File: config.mk
export PLATFORM = sky130hd
export DESIGN_NAME = sync_fifo_prog
export DESIGN_NICKNAME = d
export VERILOG_FILES = /design/src/rtl/sync_fifo_prog.sv
export SDC_FILE = /design/constraint.sdc
export NUM_CORES = 1
export LEC_CHECK = 0
export BUFFER_PORTS_ARGS = -buffer_cell sky130_fd_sc_hd__clkbuf_2
export CAP_MARGIN = 10
export CORE_MARGIN = 2
export CORE_UTILIZATION = 50
export CTS_CLUSTER_SIZE = 20
export DETAILED_ROUTE_END_ITERATION = 10
export PLACE_DENSITY_LB_ADDON = 0.3
export SLEW_MARGIN = 20
export SYNTH_ARGS = -nofsm -noshare
export SYNTH_HDL_FRONTEND = slang
export SYNTH_SLANG_ARGS = --single-unit
File: constraint.sdc
create_clock -name clk -period 2.6 [get_ports clk]
set_clock_uncertainty 0.05 [all_clocks]
set_input_delay 0.26 -clock clk [delete_from_list [all_inputs] [get_ports clk]]
set_output_delay 0.26 -clock clk [all_outputs]
set_load 0.005 [all_outputs]
File: src/rtl/sync_fifo_prog.sv
// Single-clock FIFO with standard or first-word-fall-through read, programmable
// almost-full/almost-empty thresholds and a fill level. Define FIFO_STICKY_ERR_EN for sticky overflow/underflow.
module sync_fifo_prog #(
  parameter int DATA_WIDTH = 16,
  parameter int FIFO_DEPTH = 8,
  parameter int FWFT       = 0,
  localparam int AW        = $clog2(FIFO_DEPTH)
) (
  input  logic                  clk,
  input  logic                  rst,
  input  logic                  wr_en,
  input  logic [DATA_WIDTH-1:0] data_in,
  input  logic                  rd_en,
  input  logic [AW:0]           af_thresh,
  input  logic [AW:0]           ae_thresh,
  input  logic                  err_clr,
  output logic [DATA_WIDTH-1:0] data_out,
  output logic                  rd_valid,
  output logic                  wr_ack,
  output logic                  overflow,
  output logic                  underflow,
  output logic                  full,
  output logic                  empty,
  output logic                  almostfull,
  output logic                  almostempty,
  output logic [AW:0]           level
);

  localparam logic [AW-1:0] LAST_PTR  = AW'(FIFO_DEPTH - 1);
  localparam logic [AW:0]   DEPTH_CNT = (AW+1)'(FIFO_DEPTH);

  logic [DATA_WIDTH-1:0] mem [FIFO_DEPTH];
  logic [AW-1:0]         wr_ptr;
  logic [AW-1:0]         rd_ptr;
  logic [AW:0]           count;
  logic                  rd_acc;
  logic                  wr_acc;
  logic                  ovf_ev;
  logic                  unf_ev;

  // A write into a full FIFO still fits when a read frees a slot in the same cycle.
  assign rd_acc = rd_en && (count != '0);
  assign wr_acc = wr_en && ((count < DEPTH_CNT) || rd_acc);
  assign ovf_ev = wr_en && !wr_acc;
  assign unf_ev = rd_en && !rd_acc;

  always_ff @(posedge clk) begin
    if (rst) begin
      wr_ptr <= '0;
      rd_ptr <= '0;
      count  <= '0;
      wr_ack <= 1'b0;
    end else begin
      if (wr_acc) wr_ptr <= (wr_ptr == LAST_PTR) ? '0 : wr_ptr + 1'b1;
      if (rd_acc) rd_ptr <= (rd_ptr == LAST_PTR) ? '0 : rd_ptr + 1'b1;
      if (wr_acc && !rd_acc)      count <= count + 1'b1;
      else if (rd_acc && !wr_acc) count <= count - 1'b1;
      wr_ack <= wr_acc;
    end
  end

  always_ff @(posedge clk) begin
    if (wr_acc) mem[wr_ptr] <= data_in;
  end

`ifdef FIFO_STICKY_ERR_EN
  // A new event in the same cycle as err_clr keeps the flag set.
  always_ff @(posedge clk) begin
    if (rst) begin
      overflow  <= 1'b0;
      underflow <= 1'b0;
    end else begin
      overflow  <= ovf_ev || (overflow && !err_clr);
      underflow <= unf_ev || (underflow && !err_clr);
    end
  end
`else
  logic unused_err_clr;
  assign unused_err_clr = err_clr;

  always_ff @(posedge clk) begin
    if (rst) begin
      overflow  <= 1'b0;
      underflow <= 1'b0;
    end else begin
      overflow  <= ovf_ev;
      underflow <= unf_ev;
    end
  end
`endif

  generate
    if (FWFT != 0) begin : g_fwft
      assign data_out = mem[rd_ptr];
      assign rd_valid = (count != '0);
    end else begin : g_std
      always_ff @(posedge clk) begin
        if (rst) begin
          data_out <= '0;
          rd_valid <= 1'b0;
        end else begin
          rd_valid <= rd_acc;
          if (rd_acc) data_out <= mem[rd_ptr];
        end
      end
    end
  endgenerate

  assign full        = (count == DEPTH_CNT);
  assign empty       = (count == '0);
  assign almostfull  = (count >= af_thresh);
  assign almostempty = (count <= ae_thresh);
  assign level       = count;

endmodule

==> impl_results.md <==
- Starting Density: 0.514
- Routed Antenna Nets: 0
- Pwr dens: about 940 nW/um2
- Fin nets: roughly 470
- Setup Viol. Count Final: 0
- CTS tree: built
- Clk sinks: approximately 160
- Worst-path maximum fanout: 5
- # hold bufs at CTS: 0
- Iter 0 DRT Violations: around 240
- Syn Area/Cell: 18.0 um2
- Slew Limit Headroom: 0.462
- Library cells used by synthesis: 42
- Slowest-stage cell, CP: o41a_4
- Status: finished clean
- Register area share after synthesis: 0.713
- GPL Wtd Cong: ~0.7
- N_diodes: 0
- Row Count: 40
- # port buffers: 55
- Post-synth top area share: 0.617
- Setup WS post-layout: between 0.2 and 0.25 ns
- Ports: 57
- Cell area after synthesis: 6230 um2
- Chip Height: ~120 um
- Slew Limit Fails: 0
- Layout Cells excl Fill: roughly 610
- Tcrit/Tclk final: 0.922
- Mapped Cells: roughly 350
- CP arrival: approximately 2.6 ns
- Gr usage total: 0.194
- Core area: ~12000 um2
- CP max stage delay: roughly 0.5 ns
- Vias in the first global route: 3400
- Area growth from synthesis to layout: 18.9%
- DP Worst Slack: around 0.11 ns
- Fmax: between 400 and 500 MHz
- Min Tclk post-route: ~2.4 ns
- PostCTS Resize Cnt: 0
- CTS buffer count: 17
- HP Class: primary input to register
- Final Util: 0.612
- Ys Warns: 0
- Crit Reg-Reg Startpoint: level[3]
- Synth Register Bits: approximately 160
- Via/cell ratio: 5.43
- Layout cells sized above 1: 0.362
- First-pass GRT wire length: around 19 mm
- Post-CTS setup buffers: 0
- Number of synthesized flops with an enable pin: 128
- CTS H-tree lvls: 4
- Initial antenna violation count: 0
- Worst-Margin Slew: just over 0.8 ns
- Overall die width: roughly 120 um
- Final hold vios: 0
- Skew-Pair Late Insertion Delay: roughly 0.42 ns
- WHS: between 0.05 and 0.06 ns
- CP top delay family: compound AO/OA/AOI/OAI gates
- Startpoint Class: register
- Die area: ~13000 um2
- Max VDD drop: between 0.5 and 0.6 mV
- Max cap viols: 0
- Critical path startpoint: level[3]
- Share of flip-flops with an asynchronous set or reset: 0
- Synth Flop Type: edfxtp_1
- Cell accounting for the most synthesized area: edfxtp_1
- CP Capture Type: register
- WP data required: ~2.8 ns
- DRT Pass-1 Iters: 4
- Post-route DRC: 0
- Min-delay src: wr_en
- Placed cell count: 575
- Largest net degree at the start of global routing: 33
- Total number of vias: between 3k and 4k
- Setup TNS: 0 ns
- WS Path Type: register to register
- Unrepaired setup endpoints after global routing: no
- WL per Instance: approximately 19 um
- # fillers: between 900 and 1k
- DRT Wirelength: 11.7 mm
- GRT overflow: 0
- Worst path bufs/invs: 2
- Leakage: around 0.0026 uW
- Longest Clk Path Bufs: 2
- Top cells by area, synth: edfxtp_1, mux4_2, dfxtp_1, ha_1, nor3_2
- Final HPWL DP: about 6.9 mm
- Worst-path cell chain: o41a_4 > inv_1 > ha_1 > inv_1 > ha_4 > a21oi_2 > a211oi_1 > a31oi_1 > mux2_2
- Clock-pin slew on the worst setup and hold paths: 0.06 ns
- Synth Net Count: 391
- Clock root cell: clkbuf_16
- Cell repeated most along the worst path: inv_1
## power breakdown
group          internal, uW  switching [uW]
sequential             2950             101
combinational           766             794
clock                  1420             962
## state kept, by name (all words and copies together) (netlist names)
name	flops
rd_valid	1
wr_ack	1
underflow	1
wr_ptr	3
rd_ptr	3
data_out	16
overflow	1
mem	128
level	4
## cell usage after synthesis, types with 3 or more instances
cell,instances
nand2_1,12
clkbuf_1,4
edfxtp_1,128
a21o_1,3
nor2_1,27
nand2b_1,3
dfxtp_1,30
ha_1,15
buf_6,5
o22ai_1,15
inv_1,11
nor3_1,8
a21oi_1,8
mux4_2,32
nor3_2,11
## final timing paths
path,endpoint,slack (ns),depth (start not counted)
max,level[3],0.20,9
min reg2reg,data_out[7],0.44,2
min,overflow,0.06,2
max reg2reg,level[3],0.20,9
## routing by layer
layer  track usage  part of all wire
met3        0.0455             0.039
met2         0.316              0.51
met1         0.261              0.44
met4        0.0667             0.015
met5             0                 0
## layout make-up
| class | count | area (um2) | share of cell area |
|---|---|---|---|
| Sequential cell | 158 | 4450 | 0.600 |
| Timing Repair Buffer | 76 | 458 | 0.0618 |
| Clock buffer | 19 | 433 | 0.0584 |
| Tap cell | 168 | 210 | 0.0284 |
| Inverter | 11 | 41.3 | 0.00557 |
| Clock inverter | 13 | 141 | 0.0191 |
| Multi-Input combinational cell | 162 | 1680 | 0.227 |
## cells in the final DEF, fill, tap and decap left out, types with 2 or more instances in the layout
| cell | count |
|---|---|
| o22ai_1 | 15 |
| inv_1 | 11 |
| clkinv_4 | 4 |
| or3_1 | 2 |
| o21a_1 | 2 |
| nand2b_1 | 3 |
| a21oi_1 | 7 |
| nor2_1 | 27 |
| buf_12 | 2 |
| edfxtp_1 | 128 |
| clkinvlp_4 | 2 |
| mux2i_1 | 2 |
| mux4_2 | 32 |
| nor2b_1 | 2 |
| nor3b_1 | 2 |
| buf_4 | 19 |
| dfxtp_1 | 29 |
| clkbuf_1 | 2 |
| bufinv_16 | 2 |
| clkbuf_2 | 55 |
| clkbuf_16 | 17 |
| nand2_1 | 12 |
| ha_1 | 14 |
| nor3_2 | 15 |
| a21o_1 | 3 |
| clkinv_1 | 3 |
| nor3_1 | 4 |
## logic make-up (layout without fill, tap and decap cells)
kind of cell,after synthesis,in the layout,synth area share
buf+inv,26,119,0.0251
compound gates,33,33,0.0359
xor+xnor,2,2,0.00281
mux,35,35,0.121
fa+ha+maj,16,16,0.0333
flops,158,158,0.713
simple gates,76,76,0.0689
## through the flow
step | power (uW) | cell area [um2]
after floorplan | 4180 | 6240
after global placement | 4610 | 6820
after detailed placement | 4650 | 6820
after CTS | 7040 | 7390
after global routing | 7350 | 7410
final | 6990 | 7410
Power figures use the tool's default switching activity.
